[config.mk]
export PLATFORM = sky130hd
export DESIGN_NAME = lpc_synth
export DESIGN_NICKNAME = d
export VERILOG_FILES = /design/src/rtl/lpc_pkg.sv /design/src/rtl/lpc_excitation.sv /design/src/rtl/lpc_synth.sv
export SDC_FILE = /design/constraint.sdc
export NUM_CORES = 2
export LEC_CHECK = 0
export ABC_CLOCK_PERIOD_IN_PS = 27700
export BUFFER_PORTS_ARGS = -buffer_cell sky130_fd_sc_hd__buf_2
export CAP_MARGIN = 10
export CORE_ASPECT_RATIO = 0.8
export CORE_MARGIN = 1.5
export CORE_UTILIZATION = 35
export CTS_CLUSTER_DIAMETER = 50
export DETAILED_ROUTE_END_ITERATION = 8
export SLEW_MARGIN = 20
export SYNTH_ARGS = -nofsm -noshare
export SYNTH_HDL_FRONTEND = slang
export SYNTH_HIERARCHICAL = 1
export SYNTH_SLANG_ARGS = --single-unit
[constraint.sdc]
create_clock -name clk -period 27.7 [get_ports clk]
set_input_delay 2.77 -clock clk [delete_from_list [all_inputs] [get_ports clk]]
set_output_delay 2.77 -clock clk [all_outputs]
set_load 0.02 [all_outputs]
[src/rtl/lpc_pkg.sv]
// Shared LPC definitions: predictor order, Q-formats, sample limits and the synthesis FSM encoding.
package lpc_pkg;

  localparam int LPC_ORDER = 10;
  localparam int COEF_FRAC = 12;
  localparam int COEF_W    = 16;
  localparam int SAMPLE_W  = 16;
  localparam int PROD_W    = 32;
  localparam int ACC_W     = 40;

  localparam logic [15:0] LFSR_SEED = 16'hACE1;

  // Peak sample limits, shared with the encoder's level detector
  localparam int PEAK_POS = 32767;
  localparam int PEAK_NEG = -32768;

  localparam longint ROUND_HALF = 64'sd1 <<< (COEF_FRAC - 1);

  // De-emphasis pole of 0.9375 in Q0.15
  localparam logic signed [15:0] DEEMPH_COEF  = 16'sd30720;
  localparam int                 DEEMPH_SHIFT = 15;

  typedef enum logic [2:0] {
    ST_IDLE,
    ST_EXC,
    ST_MAC,
    ST_SAT,
    ST_DEEMPH,
    ST_OUT
  } synth_state_t;

  function automatic logic signed [SAMPLE_W-1:0] sat16(input logic signed [ACC_W-1:0] v);
    logic signed [SAMPLE_W-1:0] r;
    if (v > ACC_W'(PEAK_POS))
      r = SAMPLE_W'(PEAK_POS);
    else if (v < ACC_W'(PEAK_NEG))
      r = SAMPLE_W'(PEAK_NEG);
    else
      r = v[SAMPLE_W-1:0];
    return r;
  endfunction

endpackage

[src/rtl/lpc_excitation.sv]
// Excitation source: pitch-period pulse train when voiced, scaled LFSR noise otherwise.
module lpc_excitation
  import lpc_pkg::*;
(
  input  logic                       clk,
  input  logic                       rst,
  input  logic                       step,
  input  logic                       voiced,
  input  logic [15:0]                pitch,
  input  logic [15:0]                gain,
  output logic signed [SAMPLE_W-1:0] e
);

  logic [15:0] pc_q, pc_d;
  logic [15:0] lfsr_q, lfsr_d;
  logic        was_pulse_q, was_pulse_d;
  logic        pulse_mode;
  logic [15:0] pc_eff;
  logic signed [SAMPLE_W-1:0] noise_amp;
  logic        feedback;

  always_comb begin
    pc_d        = pc_q;
    lfsr_d      = lfsr_q;
    was_pulse_d = was_pulse_q;
    e           = '0;
    pulse_mode  = voiced && (pitch != 16'd0);
    // Entering pulse mode from noise fires a pulse straight away
    pc_eff      = was_pulse_q ? pc_q : 16'd0;
    noise_amp   = $signed({2'b00, gain[15:2]});
    feedback    = lfsr_q[0] ^ lfsr_q[2] ^ lfsr_q[3] ^ lfsr_q[5];

    if (pulse_mode) begin
      if (pc_eff == 16'd0) begin
        e = $signed(gain);
        if (step) pc_d = pitch - 16'd1;
      end else begin
        if (step) pc_d = pc_eff - 16'd1;
      end
    end else begin
      e = lfsr_q[0] ? noise_amp : -noise_amp;
      if (step) lfsr_d = {feedback, lfsr_q[15:1]};
    end

    if (step) was_pulse_d = pulse_mode;
  end

  always_ff @(posedge clk or negedge rst) begin
    if (!rst) begin
      pc_q        <= '0;
      lfsr_q      <= LFSR_SEED;
      was_pulse_q <= 1'b0;
    end else begin
      pc_q        <= pc_d;
      lfsr_q      <= lfsr_d;
      was_pulse_q <= was_pulse_d;
    end
  end

endmodule

[src/rtl/lpc_synth.sv]
// LPC synthesis filter: single time-multiplexed MAC all-pole filter driven by lpc_excitation.
// Define LPC_SYNTH_DEEMPH_EN to add a one-cycle de-emphasis stage before the output.
module lpc_synth
  import lpc_pkg::*;
(
  input  logic                       clk,
  input  logic                       rst,
  input  logic                       frame_v,
  input  logic signed [COEF_W-1:0]   A1,
  input  logic signed [COEF_W-1:0]   A2,
  input  logic signed [COEF_W-1:0]   A3,
  input  logic signed [COEF_W-1:0]   A4,
  input  logic signed [COEF_W-1:0]   A5,
  input  logic signed [COEF_W-1:0]   A6,
  input  logic signed [COEF_W-1:0]   A7,
  input  logic signed [COEF_W-1:0]   A8,
  input  logic signed [COEF_W-1:0]   A9,
  input  logic signed [COEF_W-1:0]   A10,
  input  logic                       voiced,
  input  logic [15:0]                pitch,
  input  logic [15:0]                gain,
  input  logic                       sample_en,
  output logic signed [SAMPLE_W-1:0] y,
  output logic                       y_v,
  output logic                       busy,
  output logic                       overrun
);

  synth_state_t state_q, state_d;

  logic signed [COEF_W-1:0]   coef_in [LPC_ORDER];
  logic signed [COEF_W-1:0]   sh_a_q [LPC_ORDER];
  logic signed [COEF_W-1:0]   sh_a_d [LPC_ORDER];
  logic signed [COEF_W-1:0]   wk_a_q [LPC_ORDER];
  logic signed [COEF_W-1:0]   wk_a_d [LPC_ORDER];
  logic                       sh_voiced_q, sh_voiced_d, wk_voiced_q, wk_voiced_d;
  logic [15:0]                sh_pitch_q, sh_pitch_d, wk_pitch_q, wk_pitch_d;
  logic [15:0]                sh_gain_q, sh_gain_d, wk_gain_q, wk_gain_d;
  logic signed [SAMPLE_W-1:0] hist_q [LPC_ORDER];
  logic signed [SAMPLE_W-1:0] hist_d [LPC_ORDER];
  logic signed [ACC_W-1:0]    acc_q, acc_d;
  logic [3:0]                 k_q, k_d;
  logic signed [SAMPLE_W-1:0] y_q, y_d;
  logic                       overrun_q, overrun_d;

  logic                       exc_step;
  logic signed [SAMPLE_W-1:0] e;
  logic [3:0]                 idx;
  logic signed [PROD_W-1:0]   prod;
  logic signed [ACC_W-1:0]    rounded;
  logic signed [SAMPLE_W-1:0] s;

`ifdef LPC_SYNTH_DEEMPH_EN
  logic signed [SAMPLE_W-1:0] d_prev_q, d_prev_d;
  logic signed [PROD_W-1:0]   d_prod;
  logic signed [ACC_W-1:0]    d_sum;
`endif

  assign coef_in = '{A1, A2, A3, A4, A5, A6, A7, A8, A9, A10};
  assign exc_step = (state_q == ST_EXC);

  lpc_excitation u_exc (
    .clk    (clk),
    .rst    (rst),
    .step   (exc_step),
    .voiced (wk_voiced_q),
    .pitch  (wk_pitch_q),
    .gain   (wk_gain_q),
    .e      (e)
  );

  always_comb begin
    state_d     = state_q;
    sh_a_d      = sh_a_q;
    wk_a_d      = wk_a_q;
    sh_voiced_d = sh_voiced_q;
    wk_voiced_d = wk_voiced_q;
    sh_pitch_d  = sh_pitch_q;
    wk_pitch_d  = wk_pitch_q;
    sh_gain_d   = sh_gain_q;
    wk_gain_d   = wk_gain_q;
    hist_d      = hist_q;
    acc_d       = acc_q;
    k_d         = k_q;
    y_d         = y_q;
    overrun_d   = overrun_q;
    idx         = k_q - 4'd1;
    prod        = wk_a_q[idx] * hist_q[idx];
    rounded     = acc_q + ACC_W'(ROUND_HALF);
    s           = sat16(rounded >>> COEF_FRAC);
`ifdef LPC_SYNTH_DEEMPH_EN
    d_prev_d    = d_prev_q;
    d_prod      = DEEMPH_COEF * d_prev_q;
    d_sum       = ACC_W'(acc_q[SAMPLE_W-1:0]) + ACC_W'(d_prod >>> DEEMPH_SHIFT);
`endif

    if (frame_v) begin
      sh_a_d      = coef_in;
      sh_voiced_d = voiced;
      sh_pitch_d  = pitch;
      sh_gain_d   = gain;
    end

    if (sample_en && (state_q != ST_IDLE)) overrun_d = 1'b1;

    case (state_q)
      ST_IDLE: begin
        // Working set is frozen here so a mid-sample frame_v only affects the next sample
        if (sample_en) begin
          wk_a_d      = sh_a_q;
          wk_voiced_d = sh_voiced_q;
          wk_pitch_d  = sh_pitch_q;
          wk_gain_d   = sh_gain_q;
          state_d     = ST_EXC;
        end
      end
      ST_EXC: begin
        acc_d   = ACC_W'(e) <<< COEF_FRAC;
        k_d     = 4'd1;
        state_d = ST_MAC;
      end
      ST_MAC: begin
        acc_d = acc_q - ACC_W'(prod);
        k_d   = k_q + 4'd1;
        if (k_q == 4'(LPC_ORDER)) state_d = ST_SAT;
      end
      ST_SAT: begin
        hist_d[0] = s;
        for (int i = 1; i < LPC_ORDER; i++) hist_d[i] = hist_q[i-1];
`ifdef LPC_SYNTH_DEEMPH_EN
        acc_d   = ACC_W'(s);
        state_d = ST_DEEMPH;
`else
        y_d     = s;
        state_d = ST_OUT;
`endif
      end
      ST_DEEMPH: begin
`ifdef LPC_SYNTH_DEEMPH_EN
        y_d      = sat16(d_sum);
        d_prev_d = sat16(d_sum);
`endif
        state_d = ST_OUT;
      end
      ST_OUT: state_d = ST_IDLE;
      default: state_d = ST_IDLE;
    endcase
  end

  always_ff @(posedge clk or negedge rst) begin
    if (!rst) begin
      state_q     <= ST_IDLE;
      sh_a_q      <= '{default: '0};
      wk_a_q      <= '{default: '0};
      sh_voiced_q <= 1'b0;
      wk_voiced_q <= 1'b0;
      sh_pitch_q  <= '0;
      wk_pitch_q  <= '0;
      sh_gain_q   <= '0;
      wk_gain_q   <= '0;
      hist_q      <= '{default: '0};
      acc_q       <= '0;
      k_q         <= '0;
      y_q         <= '0;
      overrun_q   <= 1'b0;
    end else begin
      state_q     <= state_d;
      sh_a_q      <= sh_a_d;
      wk_a_q      <= wk_a_d;
      sh_voiced_q <= sh_voiced_d;
      wk_voiced_q <= wk_voiced_d;
      sh_pitch_q  <= sh_pitch_d;
      wk_pitch_q  <= wk_pitch_d;
      sh_gain_q   <= sh_gain_d;
      wk_gain_q   <= wk_gain_d;
      hist_q      <= hist_d;
      acc_q       <= acc_d;
      k_q         <= k_d;
      y_q         <= y_d;
      overrun_q   <= overrun_d;
    end
  end

`ifdef LPC_SYNTH_DEEMPH_EN
  always_ff @(posedge clk or negedge rst) begin
    if (!rst) d_prev_q <= '0;
    else      d_prev_q <= d_prev_d;
  end
`endif

  assign y       = y_q;
  assign y_v     = (state_q == ST_OUT);
  assign busy    = (state_q != ST_IDLE);
  assign overrun = overrun_q;

endmodule

Word-level counts from Yosys, hierarchy flattened
Cells that the tools add are included.
- logic and storage cells: 99
- input port bits: 197
- register bits: 627
- magnitude comparators: 3
- add/sub/neg operators: 7
- bitwise logic cells: 5
- multipliers: 1
- equal/unequal tests: 8
- multiplexer cells: 20
- reduce and logical (&&, ||, !) cells: 12
- operator list (cell ; count):
    2-to-1 mux 16 bit ; 13
    binary-select mux 16 bit (select 4 bit) ; 2
    case mux 40 bit (2 select lines) ; 1
    adder 40 x 13 -> 40 bit (second input constant) ; 1
    subtractor 40 x 32 -> 40 bit ; 1
    multiplier 16 x 16 -> 32 bit ; 1
    subtractor 16 x 1 -> 16 bit (second input constant) ; 2
    > comparator 28 x 16 -> 1 bit (second input constant) ; 1
    < comparator 28 x 16 -> 1 bit (second input constant) ; 1
    zero test 16 bit ; 1
    negation 14 -> 16 bit ; 1
    nonzero test 16 bit ; 1
    case mux 3 bit (4 select lines) ; 1
    case mux 4 bit (2 select lines) ; 1
    AND reduction 2 bit ; 4
    == test 3 x 2 -> 1 bit (second input constant) ; 2
    == test 3 bit (second input constant) ; 2
    2-to-1 mux 3 bit ; 2
    greater-or-equal comparator 5 bit (second input constant) ; 1
    inverter 4 -> 5 bit ; 1
    adder 4 x 1 -> 4 bit (second input constant) ; 1
    == test 4 bit (second input constant) ; 1
    != test 2 bit (second input constant) ; 2
    subtractor 4 x 1 -> 4 bit (second input constant) ; 1
    8 further kinds ; 11

Longest topological paths before layout
- word-level depth: 8
- gate-level depth with buffers: 41
- gate-level depth less buffers: 31

Modules after synthesis
Netlist, hierarchy kept.
- modules (own cells, without submodules) (module ; area an instance (µm²) ; cells each ; instances):
    lpc_synth ; 38534.5 ; 3538 ; 1
    lpc_excitation ; 2826.5 ; 328 ; 1

Worst setup path after synthesis
OpenSTA, ideal clock, no wires.
- kind: register -> register
- start: register k_q[0]
- end: register acc_q[30]
- required time: 27.574 ns
- library setup time: 0.126 ns
- setup slack: 17.768 ns
- arrival: 9.806 ns
- cell stages (with the launch flop): 37
- clock period less this slack: 9.932 ns
- path through: dfrtp_1 -> buf_6 -> buf_6 -> buf_2 -> buf_2 -> buf_2 -> buf_2 -> inv_1 -> ha_1 -> buf_1 -> buf_2 -> mux4_2 -> nand2_1 -> a21oi_1 -> nor2_1 -> clkbuf_1 -> nor2_1 -> fa_1 -> fa_1 -> fa_1 -> inv_1 -> fa_1 -> fa_1 -> inv_1 -> fa_1 -> inv_1 -> ha_1 -> clkbuf_1 -> a21o_1 -> a21o_1 -> a21o_1 -> a21o_1 -> a21o_1 -> a21o_1 -> a221o_1 -> xor2_1 -> a221o_1
- word-level cells in the longest chain between the ends: 8
- elaborated cells on any way between the ends: 11
- RTL lines (item ; line ; text):
    start, declared ; lpc_synth.sv:42 ; logic [3:0] k_q, k_d;
    start signal, assigned ; lpc_synth.sv:178 ; k_q <= k_d;
    subtractor 4 x 1 -> 4 bit (*) ; lpc_synth.sv:87 ; idx = k_q - 4'd1;
    inverter 4 -> 5 bit (not written as such) (*) ; lpc_synth.sv:88 ; prod = wk_a_q[idx] * hist_q[idx];
    binary-select mux 16 bit (select 4 bit) ; lpc_synth.sv:88 ;
    2-to-1 mux 16 bit (not written as such) (2 in series) ; lpc_synth.sv:88 ;
    multiplier 16 x 16 -> 32 bit (*) ; lpc_synth.sv:88 ;
    subtractor 40 x 32 -> 40 bit (*) ; lpc_synth.sv:123 ; acc_d = acc_q - ACC_W'(prod);
    case mux 40 bit (2 select lines) (*) ; lpc_synth.sv:106 ; case (state_q)
    end signal, assigned ; lpc_synth.sv:162 ; acc_q <= '0;
    end signal, assigned ; lpc_synth.sv:177 ; acc_q <= acc_d;
    end, declared ; lpc_synth.sv:41 ; logic signed [ACC_W-1:0] acc_q, acc_d;
Every way passes the cells marked *; elsewhere a longest branch is shown, timed or not. The select of a mux whose other input is x is not followed.
A chain may end at the register's enable or synchronous reset.

Final worst setup path
- start: register k_q[0]
- end: register acc_q[36]
The elaborated chain is that of the path after synthesis.

==> flow_summary_export.csv <==
group,metric,value,unit
status,outcome,"complete, no violations",
detailed_routing,routedWlPerCell,19.5,µm
sta,fin_crit,10460,ps
cells_and_area,n_fill_cell,11400,
setup_path,worst-path-max-fanout,42,
global_route,antenna_found_initial,4,
synthesis,synthMuxAreaShare,15.8,%
sta,finalMaxSlewViolations,0,
synthesis,synth_nets,4517,
detailed_routing,first_iter_violations,2346,
synthesis,synth_edf_count,0,
setup_path,critPathMaxStageDelay,950,ps
floorplanning,io_pins,216,
synthesis,synth_fa_ha_area_share,20.0,%
placed_design,port_buffers,215,
setup_path,critPathKind,"register to register",
sta,setup_tns,0,ps
setup_path,worst_setup_path_end_kind,"register",
cts,cts.path.max_buffers,3,
synthesis,synth_compound_area_share,6.76,%
floorplanning,fp.dieW,387,µm
cts,cts_inserted_buffers,82,
global_route,grt_max_degree,173,
sta,fin_skew,72.9,ps
synthesis,synth-simple-area-share,11.2,%
cells_and_area,nets,4675,
detailed_routing,post-route-drc-count,0,
floorplanning,core,117000,µm²
cells_and_area,area_growth,13.8,%
setup_path,crit_required,28260,ps
cts,clk_pin_slew,60,ps
sta,fin_ws,17240,ps
synthesis,ys_seq_elements,627,
synthesis,ys_seq_area_share,38.0,%
detailed_routing,ant_nets,0,
synthesis,synth_top_family_by_area,"adder cells",
setup_path,cp.arrival,11020,ps
global_route,gr-total-overflow,0,
sta,rsz0062_at_grt,"false",
detailed_routing,route.final.wire_length,110,mm
setup_path,cp-start-kind,"register",
synthesis,ys.flop_type,"dfrtp_1",
floorplanning,dieArea,120000,µm²
sta,worst_pin_slew,1110,ps
placed_design,pre_cts_ws,17400,ps
cts,cts_max_level,3,
synthesis,async_flop_share,100,%
setup_path,path_common_cell,"fa_1",
cts,cts_tree,"done",
floorplanning,fp.dieH,310,µm
setup_path,cp_slowest_cell,"dfrtp_4",
sta,max_freq,95.6,MHz
cts,clock-sinks,627,
cts,clock_latency,710,ps
synthesis,syn_inst,3866,
cells_and_area,drive_above_1_share,23.3,%
floorplanning,initial_core_util,35.4,%
global_route,grtUsageTotal,18.7,%
detailed_routing,drtPass1Iterations,5,
flow_run,drv_cap,0,
synthesis,mappedNetlistArea,41400,µm²
cts,cts_root_buffer,"clkbuf_16",
sta,post-route-period-util,37.8,%
sta,setup_viol,0,
cts,postCtsHoldBufs,0,
global_route,grt_pass1_wl,175,mm
cts,cts_resized,0,
min_path,hp-class,"register to register",
sta,max-slew-margin-rel,25.5,%
floorplanning,num_rows,112,
detailed_routing,via_count,28700,
synthesis,yosysWarnings,6,
placed_design,hpwl,80.6,mm
synthesis,yosysUniqueCellTypes,93,
sta,hold_viol,0,
synthesis,avgSynthCellArea,10.7,µm²
global_route,first_global_vias,29800,
detailed_routing,via_per_inst,5.10,
cts,post_cts_buffers,0,
synthesis,synth_xor_area_share,1.93,%
placed_design,gpl.final_weighted_congestion,0.922,
-- per-stage QoR --
step / cells / utilization [%] / hold slack, ps / area, µm²
floorplan: 3866 / - / 445 / 41400
global placement: 5478 / 37.7 / 436 / 44000
detailed placement: 5478 / 37.7 / 440 / 44100
CTS: 5629 / 40.3 / 432 / 47000
global route: 5631 / 40.3 / 476 / 47100
finish: 5631 / 40.3 / 434 / 47100
-- cell usage after synthesis (all sizes together), types with 9 or more instances --
cell    instances  area [µm²]
mux2          407        4590
o22ai           9        56.3
ha            110        1380
o21a           14         106
fa            344        6890
or3            13        81.3
buf            54         308
nand4          10        62.6
a221oi         10         113
inv           480        1800
xnor2          54         473
a21o           37         278
a31oi          21         131
xor2           37         324
mux2i          51         514
nor3           35         186
o22a           20         175
nand3          37         190
o31ai          21         176
dfrtp         619       15500
o31a           13         114
clkbuf        140         526
a21oi          94         474
nand2         670        2520
and3           10        62.6
or4            10        90.1
and2           16         103
nand2b         19         119
nor2          228         858
or2            18         115
o21ai          76         392
a22o           18         158
mux4           64        1440
nor4           14         103
nor2b           9        56.3
-- cell usage in the layout, fill, tap and decap left out, types with 15 or more instances in the layout --
| cell | synthesis | layout |
|---|---|---|
| nand3_1 | 36 | 35 |
| nand2b_1 | 19 | 19 |
| mux2_2 | 406 | 406 |
| inv_1 | 479 | 479 |
| xnor2_1 | 54 | 53 |
| nor3_1 | 34 | 34 |
| a21o_1 | 37 | 37 |
| fa_1 | 344 | 344 |
| ha_1 | 110 | 109 |
| clkbuf_16 | 0 | 82 |
| buf_2 | 18 | 213 |
| dfrtp_1 | 619 | 618 |
| nand2_1 | 669 | 669 |
| nor2_1 | 227 | 224 |
| mux4_2 | 64 | 64 |
| a21oi_1 | 93 | 93 |
| a22o_1 | 18 | 18 |
| buf_4 | 16 | 51 |
| clkbuf_8 | 0 | 19 |
| or2_2 | 15 | 15 |
| o22a_1 | 20 | 20 |
| mux2i_1 | 50 | 50 |
| a31oi_1 | 21 | 21 |
| xor2_1 | 37 | 36 |
| o21ai_0 | 69 | 68 |
-- critical path, delay by kind of cell, from the launching register on --
| family | cells | cell delay, ps |
|---|---|---|
| DFF | 1 | 950 |
| and+or+nand+nor | 2 | 380 |
| AOI/OAI and AO/OA | 10 | 2660 |
| muxes | 2 | 550 |
| adders and majority gates | 8 | 4480 |
| buffers and inverters | 6 | 1190 |
-- metal layers --
metal	part of all wire (%)	up-vias	wire (µm)	track usage, %
met1	47	14800	52000	27.3
met4	1.8	4	1940	4.07
met2	44	804	48800	28.8
li1	-	13000	-	-
met5	0.022	-	24	0
met3	6.5	129	7110	3.62
-- flip-flops by register name, summed over array words and instances (netlist names) --
register,flops
wk_a_q,160
hist_q,144
y,16
sh_a_q,160
sh_pitch_q,16
k_q,4
acc_q,40
overrun,1
u_exc/lfsr_q,16
u_exc/pc_q,16
u_exc/was_pulse_q,1
sh_voiced_q,1
wk_voiced_q,1
sh_gain_q,16
wk_pitch_q,16
wk_gain_q,16
state_q,3
-- cells by family (layout without fill, tap and decap cells) --
kind of cell	count (synthesis)	count (layout)
and+or+nand+nor	1097	1097
muxes	522	522
DFF	627	627
buffers and inverters	676	901
other	0	1
AOI/OAI and AO/OA	399	399
xor gates and xnor gates	91	91
adders and majority gates	454	454
-- final cells by class --
| class | instances | area, µm² | share of cell area (%) |
|---|---|---|---|
| clock buffers | 109 | 2330 | 4.96 |
| flip-flops and latches | 627 | 15700 | 33.3 |
| inverters | 482 | 1810 | 3.85 |
| multi-input cells | 2563 | 23100 | 49.1 |
| clock inverters | 42 | 652 | 1.38 |
| diodes | 1 | 2.50 | 0.00531 |
| well taps | 1539 | 1930 | 4.09 |
| repair buffers | 268 | 1530 | 3.24 |
-- worst paths after layout --
path / cells after the start / from / slack [ps] / end
min in group asynchronous: 1 / rst / 2090 / sh_a_q[137]
max in group asynchronous: 4 / rst / 22360 / hist_q[67]
max: 28 / k_q[0] / 17240 / acc_q[36]
max reg2reg: 28 / k_q[0] / 17240 / acc_q[36]
min: 2 / hist_q[78] / 430 / hist_q[62]
min reg2reg: 2 / hist_q[78] / 430 / hist_q[62]
Power is left out: the tool's default activity adds up to more than one toggle a clock period on the data nets, which glitch-free logic cannot reach.
